==> config.mk <==
export PLATFORM = sky130hd
export DESIGN_NAME = can_tx_serializer
export DESIGN_NICKNAME = d
export VERILOG_FILES = /design/src/rtl/can_tx_serializer.sv
export SDC_FILE = /design/constraint.sdc
export NUM_CORES = 1
export LEC_CHECK = 0
export ABC_AREA = 1
export BUFFER_PORTS_ARGS = -buffer_cell sky130_fd_sc_hd__buf_2
export CAP_MARGIN = 0
export CORE_ASPECT_RATIO = 1.5
export CORE_UTILIZATION = 57
export DETAILED_ROUTE_END_ITERATION = 12
export PLACE_DENSITY_LB_ADDON = 0.25
export RECOVER_POWER = 100
export REMOVE_ABC_BUFFERS = 1
export SETUP_SLACK_MARGIN = 0.02
export SLEW_MARGIN = 40
export SYNTH_ARGS = -nofsm -noshare
export SYNTH_HDL_FRONTEND = slang
export SYNTH_SLANG_ARGS = --single-unit
==> constraint.sdc <==
create_clock -name clk -period 6.82 [get_ports clk]
set_clock_uncertainty 0.2 [all_clocks]
set_input_delay 1.364 -clock clk [delete_from_list [all_inputs] [get_ports clk]]
set_output_delay 1.364 -clock clk [all_outputs]
set_load 0.02 [all_outputs]
==> src/rtl/can_tx_serializer.sv <==
// CAN 2.0A base-format data-frame transmitter: serializes ID/DLC/data, appends CRC-15,
// stuffs bits, monitors the bus and reports completion, arbitration loss, bit and ACK errors.
module can_tx_serializer (
    input  logic            clk,
    input  logic            rst_n,
    input  logic            start_tx,
    input  logic [10:0]     tx_id,
    input  logic [3:0]      tx_dlc,
    input  logic [7:0][7:0] tx_data,
    input  logic            bus_idle,
    input  logic            tx_point,
    input  logic            sample_point,
    input  logic            rx_bit,
    output logic            tx_bit,
    output logic            tx_busy,
    output logic            tx_done,
    output logic            arb_lost,
    output logic            bit_err,
    output logic            ack_err
);

    typedef enum logic [3:0] {
        S_IDLE,
        S_ARB,
        S_CTRL,
        S_DATA,
        S_CRC,
        S_CRC_DEL,
        S_ACK_SLOT,
        S_ACK_DEL,
        S_EOF,
        S_IFS
    } state_t;

    localparam logic [14:0] CRC_POLY = 15'h4599;

    state_t         state_q, state_d;
    logic [5:0]     cnt_q, cnt_d;
    logic [14:0]    crc_q, crc_d;
    logic [2:0]     run_q, run_d;
    logic           stuff_q, stuff_d;
    logic           tx_bit_d, busy_d, done_d;
    logic           arb_lost_d, bit_err_d, ack_err_d;
    logic           load;

    logic [10:0]    id_q;
    logic [3:0]     dlc_q;
    logic [7:0][7:0] data_q;

    state_t         adv_state;
    logic [5:0]     adv_cnt;
    logic           adv_bit;
    logic           adv_done;
    logic           dlc_zero;
    logic [2:0]     last_byte;
    logic [5:0]     data_last;
    logic           in_stuff_zone;
    logic           mismatch;

    // DLC values 9..15 still carry eight data bytes.
    assign dlc_zero  = (dlc_q == 4'd0);
    assign last_byte = dlc_q[3] ? 3'd7 : 3'(dlc_q[2:0] - 3'd1);
    assign data_last = {last_byte, 3'b111};

    assign in_stuff_zone = (state_q == S_ARB) || (state_q == S_CTRL) ||
                           (state_q == S_DATA) || (state_q == S_CRC);
    assign mismatch      = (rx_bit != tx_bit);

    // Field position following the current (non-stuff) bit.
    always_comb begin
        adv_state = state_q;
        adv_cnt   = cnt_q + 6'd1;
        adv_done  = 1'b0;
        case (state_q)
            S_ARB: begin
                if (cnt_q == 6'd12) begin
                    adv_state = S_CTRL;
                    adv_cnt   = '0;
                end
            end
            S_CTRL: begin
                if (cnt_q == 6'd5) begin
                    adv_state = dlc_zero ? S_CRC : S_DATA;
                    adv_cnt   = '0;
                end
            end
            S_DATA: begin
                if (cnt_q == data_last) begin
                    adv_state = S_CRC;
                    adv_cnt   = '0;
                end
            end
            S_CRC: begin
                if (cnt_q == 6'd14) begin
                    adv_state = S_CRC_DEL;
                    adv_cnt   = '0;
                end
            end
            S_CRC_DEL: begin
                adv_state = S_ACK_SLOT;
                adv_cnt   = '0;
            end
            S_ACK_SLOT: begin
                adv_state = S_ACK_DEL;
                adv_cnt   = '0;
            end
            S_ACK_DEL: begin
                adv_state = S_EOF;
                adv_cnt   = '0;
            end
            S_EOF: begin
                if (cnt_q == 6'd6) begin
                    adv_state = S_IFS;
                    adv_cnt   = '0;
                end
            end
            S_IFS: begin
                if (cnt_q == 6'd2) begin
                    adv_state = S_IDLE;
                    adv_cnt   = '0;
                    adv_done  = 1'b1;
                end
            end
            default: begin
                adv_state = S_IDLE;
                adv_cnt   = '0;
            end
        endcase
    end

    // Bus level of the field bit at the advanced position.
    always_comb begin
        adv_bit = 1'b1;
        case (adv_state)
            S_ARB: begin
                if (adv_cnt == 6'd12) adv_bit = 1'b0;
                else                  adv_bit = id_q[4'(4'd11 - adv_cnt[3:0])];
            end
            S_CTRL: begin
                if (adv_cnt < 6'd2) adv_bit = 1'b0;
                else                adv_bit = dlc_q[2'(3'd5 - adv_cnt[2:0])];
            end
            S_DATA:  adv_bit = data_q[adv_cnt[5:3]][3'd7 - adv_cnt[2:0]];
            S_CRC:   adv_bit = crc_q[4'(4'd14 - adv_cnt[3:0])];
            default: adv_bit = 1'b1;
        endcase
    end

    // NOTE: every signal assigned here gets a default first so no latch can be inferred.
    always_comb begin
        state_d    = state_q;
        cnt_d      = cnt_q;
        crc_d      = crc_q;
        run_d      = run_q;
        stuff_d    = stuff_q;
        tx_bit_d   = tx_bit;
        busy_d     = tx_busy;
        done_d     = 1'b0;
        arb_lost_d = 1'b0;
        bit_err_d  = 1'b0;
        ack_err_d  = 1'b0;
        load       = 1'b0;

        if (state_q == S_IDLE) begin
            if (tx_point && start_tx && bus_idle) begin
                load     = 1'b1;
                state_d  = S_ARB;
                cnt_d    = '0;
                tx_bit_d = 1'b0;
                busy_d   = 1'b1;
                crc_d    = '0;  // SOF is 0, so the CRC stays at its zero seed
                run_d    = 3'd1;
                stuff_d  = 1'b0;
            end
        end else if (sample_point && ((state_q == S_ACK_SLOT) ? rx_bit : mismatch)) begin
            if (state_q == S_ACK_SLOT) begin
                ack_err_d = 1'b1;
            end else if (state_q == S_ARB && !stuff_q && cnt_q != 6'd0 && tx_bit && !rx_bit) begin
                arb_lost_d = 1'b1;
            end else begin
                bit_err_d = 1'b1;
            end
            state_d  = S_IDLE;
            cnt_d    = '0;
            crc_d    = '0;
            run_d    = '0;
            stuff_d  = 1'b0;
            tx_bit_d = 1'b1;
            busy_d   = 1'b0;
        end else if (tx_point) begin
            if (in_stuff_zone && run_q == 3'd5) begin
                tx_bit_d = ~tx_bit;
                stuff_d  = 1'b1;
                run_d    = 3'd1;
            end else if (adv_done) begin
                state_d  = S_IDLE;
                cnt_d    = '0;
                crc_d    = '0;
                run_d    = '0;
                stuff_d  = 1'b0;
                tx_bit_d = 1'b1;
                busy_d   = 1'b0;
                done_d   = 1'b1;
            end else begin
                state_d  = adv_state;
                cnt_d    = adv_cnt;
                tx_bit_d = adv_bit;
                stuff_d  = 1'b0;
                if (adv_state == S_ARB || adv_state == S_CTRL ||
                    adv_state == S_DATA || adv_state == S_CRC) begin
                    run_d = (adv_bit == tx_bit) ? run_q + 3'd1 : 3'd1;
                end else begin
                    run_d = '0;
                end
                if (adv_state == S_ARB || adv_state == S_CTRL || adv_state == S_DATA) begin
                    crc_d = {crc_q[13:0], 1'b0} ^ ((adv_bit ^ crc_q[14]) ? CRC_POLY : 15'h0000);
                end
            end
        end
    end

    // NOTE: sequential state uses non-blocking assignments so all flops update from pre-edge values.
    always_ff @(posedge clk or negedge rst_n) begin
        if (!rst_n) begin
            state_q  <= S_IDLE;
            cnt_q    <= '0;
            crc_q    <= '0;
            run_q    <= '0;
            stuff_q  <= 1'b0;
            tx_bit   <= 1'b1;
            tx_busy  <= 1'b0;
            tx_done  <= 1'b0;
            arb_lost <= 1'b0;
            bit_err  <= 1'b0;
            ack_err  <= 1'b0;
        end else begin
            state_q  <= state_d;
            cnt_q    <= cnt_d;
            crc_q    <= crc_d;
            run_q    <= run_d;
            stuff_q  <= stuff_d;
            tx_bit   <= tx_bit_d;
            tx_busy  <= busy_d;
            tx_done  <= done_d;
            arb_lost <= arb_lost_d;
            bit_err  <= bit_err_d;
            ack_err  <= ack_err_d;
        end
    end

    // NOTE: the message copy has no reset; it is only read after a start has loaded it.
    always_ff @(posedge clk) begin
        if (load) begin
            id_q   <= tx_id;
            dlc_q  <= tx_dlc;
            data_q <= tx_data;
        end
    end

endmodule

== Word-level counts from Yosys, hierarchy flattened ==
Index checks and enable logic that the tools add are counted.
Widths: inputs -> output; s select.

* Output and inout port bits: 6
* Bits in registers: 114
* Input port bits: 86
* Logic and storage cells: 182

* Bitwise logic cells: 3
* Magnitude comparators: 6
* Multiplexer cells: 94
* Reduce and logical (&&, ||, !) cells: 26
* Eq/ne operators: 25
* $add $sub $neg: 7

{| class="wikitable"
|+ Operators by type and width
! operator !! count
|-
| $mux 15 || 8
|-
| $mux 6 || 12
|-
| $mux 4 || 12
|-
| $mux 1 || 43
|-
| $pmux 4 s9 || 1
|-
| $pmux 6 s6 || 1
|-
| $mux 3 || 10
|-
| $bmux 8 s3 || 1
|-
| $eq 4x3->1 const B || 5
|-
| $eq 6x4->1 const B || 3
|-
| $eq 4x2->1 const B || 4
|-
| $xor 15x15->15 || 1
|-
| $eq 6x3->1 const B || 2
|-
| $lt 4x5->1 const B || 2
|-
| $bmux 1 s4 || 2
|-
| $eq 4x1->1 const B || 2
|-
| $eq 4x4->1 const B || 2
|-
| $logic_and 1x1->1 || 8
|-
| $logic_not 4->1 || 2
|-
| $lt 3x4->1 const B || 2
|-
| $mux 8 || 1
|-
| $reduce_and 4->1 || 2
|-
| $sub 4x4->4 const A || 2
|-
| $add 6x1->6 const B || 1
|-
| other kinds (25) || 32
|}

== Logic depth before layout (Yosys ltp) ==
Gate-level depths: netlist of the first run.

* Word-level depth: 19
* Gate-level depth with buffers: 29
* Mapped depth without buffers: 28

== Worst setup path after synthesis of the first run ==
OpenSTA, ideal clock, no wires.

* Path type: input -> register
* From: in bus_idle
* To: reg data_q[0] (netlist name) (enable)
* Required time: 6.103 ns
* Buffers on the path: 0
* Library setup time: 0.517 ns
* Stages: 2
* Arrival: 4.835 ns
* Path slack: 1.267 ns
* Cell sequence: nand3_1 -> nor2_1

* Longest elaborated chain between the ends: 3

{| class="wikitable"
|+ RTL lines
! item !! line !! text
|-
| from (decl) || 10 || <nowiki>input logic bus_idle,</nowiki>
|-
| $logic_and 1x1->1 || 165 || <nowiki>if (tx_point && start_tx && bus_idle) begin</nowiki>
|-
| $mux 1 || 165 ||
|-
| $mux 1 || 164 || <nowiki>if (state_q == S_IDLE) begin</nowiki>
|-
| named net load || 44 || <nowiki>logic load;</nowiki>
|-
| to (signal assigned) || 256 || <nowiki>data_q <= tx_data;</nowiki>
|-
| to (decl) || 48 || <nowiki>logic [7:0][7:0] data_q;</nowiki>
|}

The timed path passes the listed nets, and every way through them passes these cells.
A chain may end at the register's enable or synchronous reset.

== Worst setup path in the final report of the first run ==
* From: reg cnt_q[0]
* To: reg crc_q[3]

* Longest elaborated chain between the ends: 17
* Elaborated cells between the ends (all ways): 59
* Classes of those cells: 5 x add/sub; 1 x order compare; 11 x eq/ne; 36 x mux; 2 x bitwise; 4 x reduce/logical

{| class="wikitable"
|+ RTL lines
! item !! line !! text
|-
| from (decl) || 38 || <nowiki>logic [5:0] cnt_q, cnt_d;</nowiki>
|-
| from (signal assigned) || 238 || <nowiki>cnt_q <= cnt_d;</nowiki>
|-
| $add 6x1->6, or another cell as far along || 72 || <nowiki>adv_cnt = cnt_q + 6'd1;</nowiki>
|-
| $mux 6, or another cell as far along || 118 || <nowiki>if (cnt_q == 6'd2) begin</nowiki>
|-
| $pmux 6 s6 || 74 || <nowiki>case (state_q)</nowiki>
|-
| $sub 4x4->4, or another cell as far along || 137 || <nowiki>else adv_bit = id_q[4'(4'd11 - adv_cnt[3:0])];</nowiki>
|-
| $bmux 1 s4, or another cell as far along || 137 ||
|-
| $mux 1 (not written as such), or another cell as far along || 137 ||
|-
| $mux 1 (on tied branches) || 136, 140, 143 ||
|-
| $pmux 1 s4 || 134 || <nowiki>case (adv_state)</nowiki>
|-
| $xor 1x1->1 || 216 || <nowiki>crc_d = {crc_q[13:0], 1'b0} ^ ((adv_bit ^ crc_q[14]) ? CRC_POLY : 15'h0000);</nowiki>
|-
| $mux 15 || 216 ||
|-
| $xor 15x15->15 || 216 ||
|-
| $mux 15 || 215 || <nowiki>if (adv_state == S_ARB || adv_state == S_CTRL || adv_state == S_DATA) begin</nowiki>
|-
| $mux 15 || 195 || <nowiki>end else if (adv_done) begin</nowiki>
|-
| $mux 15 || 191 || <nowiki>if (in_stuff_zone && run_q == 3'd5) begin</nowiki>
|-
| $mux 15 || 190 || <nowiki>end else if (tx_point) begin</nowiki>
|-
| $mux 15 || 175 || <nowiki>end else if (sample_point && ((state_q == S_ACK_SLOT) ? rx_bit : mismatch)) begin</nowiki>
|-
| $mux 15 || 164 ||
|-
| to (signal assigned) || 239 || <nowiki>crc_q <= crc_d;</nowiki>
|-
| to (decl) || 39 || <nowiki>logic [14:0] crc_q, crc_d;</nowiki>
|}

Several ways; a longest one is shown, not always the timed one. The select of a mux whose other input is x is not followed.

==> out/qor.yml, run 1 <==
core_sq_um: 9800
end_kind: "flop"
io_pins: 92
first_iter_violations: 360
io_buffers: 91
drc: 4
crit_type: "reg2reg"
pwr-share-comb_pct: 36.9
maxCapViolations: 2
synth_area_sq_um: 5830
grt_usage_pct: 27.3
ir_worst_vdd_v: 0.000273
firstDrtPassIters: 9
yosys_warnings: 0
num_rows: 44
clk_path_buf_depth: 2
power.share.clock_pct: 31.1
grt_pass1_vias: 4841
syn_to_final_growth_pct: 17.0
vias_per_cell: 5.77
synth-seq-cells: 114
p_per_area_nw_per_um2: 401
p_int_mw: 1.69
grt_max_degree: 80
synth_edf_count: 79
synthCells: 604
async_flop_share_pct: 30.7
cts_buffers: 17
clk_latency_ns: 0.42
post_cts_buffers: 0
diodes: 0
cts_hold_buf: 0
p_switching_mw: 1.05
tritoncts: "done"
dieArea_sq_um: 10600
reg2reg_from: "cnt_q[0]"
power_leakage_nw: 2.91
h-tree-depth: 4
finalCritPeriodShare_pct: 80.4
fmax_ghz: 0.182
swShare_pct: 38.3
grt_pass1_wl_um: 22200
final_util_pct: 69.5
hp-class: "reg2reg"
initial_core_util_pct: 59.4
slew_violations: 116
rsz0062_at_grt: "false"
arrival_ns: 5.53
holdWs_ns: 0.286
synth.distinct_cells: 44
synth_seq_area_share_pct: 55.8
clock-root-buffer: "clkbuf_16"
hold_violations: 0
tns_ns: 0
post_drt_wl_per_cell_um: 16.5
place_hpwl_um: 9320
dieHeight_um: 126
place_congestion: 0.892
cp-start-kind: "flop"
wl_um: 13600
fin_nets: 794
period_minus_slack_ns: 5.49
cts.sinks: 114
hp-start: "tx_busy"
drt.antenna.violating_nets: 0
outcome: "finished, violations left"
final_layout_size_suffix_gt1_share_pct: 20.5
overflow: 0
p_seq_share_pct: 32.1
cp_max_fo: 29
cts_resized: 0
die_w_um: 84.5
path_clk_slew_ns: 0.05
syn_area_per_cell_sq_um: 9.65
tightestPinTransition_ns: 3.98
antenna_found_initial: 0
ys.flop_type: "edfxtp_1"
worstPathRequired_ns: 6.87
vias: 4757
setup_viol_count_final: 0
startpoint: "cnt_q[0]"
max_slew_margin_pct: -166
violations: "design-rule violations, max-capacitance violations, max-slew violations"
[layout by cell type (no fill, tap or decap), drive strengths merged, types with 4 or more instances in the layout]
cell type  count
nand4          4
ha            12
o21ai         20
clkbuf        31
a21oi         14
clkinv         7
clkinvlp       4
inv           65
edfxtp        79
nor3           7
dfrtp         34
nand2        144
nor2          39
buf           80
o22ai         24
nand3        124
[routing by layer]
| layer | track usage, % | vias to the layer above | part of all wire (%) |
|---|---|---|---|
| met2 | 49.6 | 205 | 55 |
| li1 | - | 2264 | - |
| met5 | 0 | - | 0 |
| met4 | 15.8 | 0 | 3.8 |
| met3 | 5.11 | 46 | 5.1 |
| met1 | 29.2 | 2242 | 36 |
[kinds of logic after synthesis]
group | synth area share, %
AO/OA/AOI/OAI | 6.72
buffers and inverters | 6.72
XOR/XNOR | 1.40
flip-flops | 55.8
adder cells (fa/ha/maj) | 2.58
AND/OR/NAND/NOR | 26.8
[worst max-delay path, cell delays in order (launching register included)]
cell and delay [ns]:
dfrtp_1 0.41, inv_1 0.15, ha_1 0.23, nand3_1 0.15, nand2_1 0.09, nand2_1 0.09, nor2_2 0.18, nand3_4 0.41
nand2_1 0.86, inv_1 0.45, ha_1 0.46, inv_1 0.15, a21oi_1 0.06, o21ai_0 0.12, nand3_1 0.12, a21oi_1 0.16
nor2_1 0.06, nor2_1 0.33, nand2_8 0.12, xor2_4 0.25, nand2_1 0.10, nand2_1 0.08, o22ai_1 0.06
[stage by stage]
| step | area (sq um) | cells | total power [mW] | worst slack [ns] |
|---|---|---|---|---|
| 6_report | 6820 | 824 | 2.74 | 1.33 |
| 4_1_cts | 6870 | 824 | 2.76 | 1.75 |
| 3_5_place_dp | 6300 | 792 | 1.90 | 1.81 |
| 5_1_grt | 6820 | 824 | 2.88 | 0.919 |
| 2_1_floorplan | 5680 | 585 | 1.66 | 1.27 |
| 3_3_place_gp | 6300 | 792 | 1.86 | 2.03 |
[cells in the mapped netlist, types with 2 or more instances]
| cell type | instances | area share (%) |
|---|---|---|
| nor3_1 | 6 | 0.52 |
| o21ai_1 | 9 | 0.77 |
| nor2_4 | 2 | 0.39 |
| xor2_4 | 2 | 0.94 |
| o21ai_0 | 10 | 0.86 |
| nand2_2 | 6 | 0.64 |
| inv_1 | 47 | 3.0 |
| nor2_1 | 33 | 2.1 |
| dfrtp_1 | 34 | 15 |
| nand2_8 | 4 | 1.4 |
| xnor2_1 | 2 | 0.30 |
| nand3_1 | 118 | 10 |
| inv_2 | 14 | 0.90 |
| nand2_1 | 134 | 8.6 |
| ha_1 | 12 | 2.6 |
| buf_2 | 9 | 0.77 |
| a21oi_1 | 14 | 1.2 |
| inv_4 | 2 | 0.21 |
| nor2_2 | 4 | 0.43 |
| edfxtp_1 | 79 | 41 |
| or2_2 | 2 | 0.21 |
| buf_6 | 6 | 1.2 |
| o22ai_1 | 22 | 2.4 |
| o22ai_2 | 2 | 0.43 |
| clkinv_1 | 2 | 0.13 |
| o211ai_1 | 3 | 0.39 |
| clkbuf_1 | 2 | 0.13 |
| nand3_2 | 5 | 0.86 |
| nand4_1 | 4 | 0.43 |
[power groups by stage]
stage | clock (mW) | sequential (mW) | combinational, mW
after detailed placement | 0 | 0.886 | 1.02
after CTS | 0.856 | 0.873 | 1.03
after floorplan | 0 | 0.885 | 0.772
after global routing | 0.883 | 0.884 | 1.11
final | 0.850 | 0.878 | 1.01
after global placement | 0 | 0.885 | 0.975
[final timing paths]
path                            slack [ns]  cells past startpoint    endpoint
worst min-delay path                  0.29                      2     tx_busy
worst max-delay path                  1.33                     22    crc_q[3]
worst min register to register        0.29                      2     tx_busy
min in group asynchronous             1.28                      1  state_q[2]
max in group asynchronous             4.03                      1    crc_q[0]
worst max register to register        1.33                     22    crc_q[3]
[state kept, by name, indices dropped and copies added (netlist names)]
signal    cells
ack_err       1
arb_lost      1
bit_err       1
cnt_q         6
crc_q        15
data_q       64
dlc_q         4
id_q         11
run_q         3
state_q       4
stuff_q       1
tx_bit        1
tx_busy       1
tx_done       1
[cell type report]
class,count,area (sq um)
fillers,759,2980
repair buffers,92,445
clock inverters,13,136
inverters,65,249
multi-input cells,406,2160
well taps,115,144
flip-flops and latches,114,3250
clock buffers,19,433
Note: power is estimated with default switching activity, not from simulation.
==> run 2: changes to the inputs <==
Clock period 6.82 ns to 5.5 ns, I/O delays scaled along.
==> run 2 against run 1 <==
Compared with the run above:
- critical endpoint is now crc_q[4]
- design area barely moved
- hold slack improved by 0.0036 ns
- critical path type unchanged
- first-iteration DRC count fell by 31%
- flip-flop and latch count did not move
- largest cell class unchanged
- the flow still finishes with violations (design-rule violations, max-capacitance violations, max-slew violations)
==> out/qor.yml, run 2 (synthesized netlist as in run 1, its figures left out) <==
outcome: "finished, violations left"
violations: "design-rule violations, max-capacitance violations, max-slew violations"
crit_end: "crc_q[4]"
end_kind: "flop"
drc: 4  # unchanged
ir_worst_vdd_v: 0.000348  # +28%
grt_max_degree: 38  # -53%
initial_core_util_pct: 59.4  # unchanged
first_iter_violations: 247  # -31%
largest_reg_flops: 64  # unchanged
grt_usage_pct: 26.0  # -1.3 points
path_depth: 25  # +14%
top_register: "data_q"
setup_viol_count_final: 0  # unchanged
fmax_ghz: 0.209  # +15%
crit_buf_inv: 4  # +1
crit_type: "reg2reg"
hold_violations: 0  # unchanged
cp_max_fo: 29  # unchanged
place_hpwl_um: 9120  # -2.2%
hp-class: "reg2reg"
overflow: 0  # unchanged
route.met3.wl_um: 609  # -12%
cts_buffers: 17  # unchanged
met1Wirelength_um: 5000  # +0.89%
vias_per_cell: 5.75  # -0.48%
io_pins: 92  # unchanged
slew_violations: 67  # -42%
cp-start-kind: "flop"
p_per_area_nw_per_um2: 495  # +23%
final_layout_size_suffix_gt1_share_pct: 20.1  # -0.31 points
die_w_um: 84.5  # unchanged
startpoint: "dlc_q[0]"
vias: 4740  # -0.36%
clk_latency_ns: 0.41  # about the same
top_layer: "met4"
grt_pass1_vias: 4667  # -3.6%
slowest_delay_ns: 0.47  # -0.39 ns
antenna_found_initial: 0  # unchanged
post_drt_wl_per_cell_um: 16.1  # -2.8%
finalCritPeriodShare_pct: 86.8  # +6.4 points
clock-root-buffer: "clkbuf_16"
min_path_cells: 2  # unchanged
path_clk_slew_ns: 0.05  # about the same
rsz0062_at_grt: "false"
grt_pass1_wl_um: 21200  # -4.5%
layout_setup_ws_ns: 0.726  # -0.609 ns
path_delay_family: "simple AND/OR/NAND/NOR gates"
h-tree-depth: 4  # unchanged
period_minus_slack_ns: 4.77  # -0.711 ns
cts.sinks: 114  # unchanged
core_sq_um: 9800  # unchanged
max_slew_margin_pct: -26.2  # +140 points
firstDrtPassIters: 9  # unchanged
drt.antenna.violating_nets: 0  # unchanged
tightestPinTransition_ns: 1.89  # -2.09 ns
final_common_cell: "nand2_1"
dpl_worst_slack_ns: 1.12  # -0.690 ns
worstPathRequired_ns: 5.53  # -1.34 ns
syn_to_final_growth_pct: 16.9  # about the same
tritoncts: "done"
tns_ns: 0  # unchanged
final_util_pct: 69.5  # about the same
fin_nets: 797  # +0.38%
dieHeight_um: 126  # unchanged
crit_top_cell: "nand2_1"
io_buffers: 91  # unchanged
ff2ff_path_depth: 25  # +14%
rrSetupSlack_ns: 0.73  # -0.61 ns
post_cts_buffers: 0  # unchanged
reg_top3: "data_q: 64 flops, crc_q: 15 flops, id_q: 11 flops"
met2_length_um: 7120  # -4.5%
maxCapViolations: 2  # unchanged
arrival_ns: 4.80  # -0.73 ns
power_leakage_nw: 2.90  # -0.32%
cts_hold_buf: 0  # unchanged
finalPower_mw: 3.37  # +23%
crit_path_top_delay_cell: "inv_1"
reg2reg_from: "dlc_q[0]"
rr_endpoint: "crc_q[4]"
num_rows: 44  # unchanged
place_congestion: 0.930  # +4.3%
most-common-layout-cells: "nand2_1 (135), nand3_1 (119), edfxtp_1 (79), buf_2 (79), inv_1 (50)"
wl_um: 13300  # -2.7%
diodes: 0  # unchanged
cts_resized: 0  # unchanged
clk_path_buf_depth: 2  # unchanged
dieArea_sq_um: 10600  # unchanged
-- run 2: cell count changes in the layout (fill, tap and decap cells not counted), moves of 2 or more --
cell	delta
clkinv_1	+5
clkbuf_1	+2
clkinvlp_4	-2
inv_1	-2
inv_6	-2
o21ai_0	-2
o21ai_1	+2
-- run 2: cell type report --
type,instances,area (sq um)
Clock buffer,18,429
Clock inverter,12,119
Fill cell,746,2990
Inverter,65,249
Multi-Input combinational cell,406,2160
Sequential cell,114,3250
Tap cell,115,144
Timing Repair Buffer,95,459
-- run 2: how the worst min path moves through the flow --
stage                        from  endpoint  slack [ns]
after floorplan           stuff_q   stuff_q        0.28
after global placement    tx_busy   tx_busy        0.27
after detailed placement  tx_busy   tx_busy        0.28
after CTS                 tx_busy   tx_busy        0.29
after global routing      stuff_q   stuff_q        0.34
final                     tx_busy   tx_busy        0.29
-- run 2: tightest hold or removal path, delay by kind of cell (launching register included) --
| kind | cells | cell delay [ns] |
|---|---|---|
| flip-flops | 1 | 0.34 |
| AO/OA/AOI/OAI | 1 | 0.06 |
| AND/OR/NAND/NOR | 1 | 0.05 |
-- run 2: stage by stage --
| step | hold WS (ns) | instance area [sq um] | cells |
|---|---|---|---|
| 6_report | 0.290 | 6810 | 825 |
| 5_1_grt | 0.336 | 6810 | 825 |
| 2_1_floorplan | 0.282 | 5680 | 585 |
| 3_5_place_dp | 0.282 | 6320 | 794 |
| 4_1_cts | 0.294 | 6860 | 824 |
| 3_3_place_gp | 0.268 | 6310 | 794 |
-- run 2: routing by layer --
| metal | vias up | GRT usage, % |
|---|---|---|
| met2 | 186 | 47.8 |
| met3 | 39 | 5.24 |
| met4 | 0 | 14.1 |
| met5 | - | 0 |
| met1 | 2246 | 27.4 |
| li1 | 2269 | - |
-- run 2: power breakdown --
group / switching (mW) / internal [mW] / leakage (nW)
Sequential: 0.0606 / 1.03 / 1.18
Clock: 0.362 / 0.653 / 0.264
Combinational: 0.862 / 0.411 / 1.45
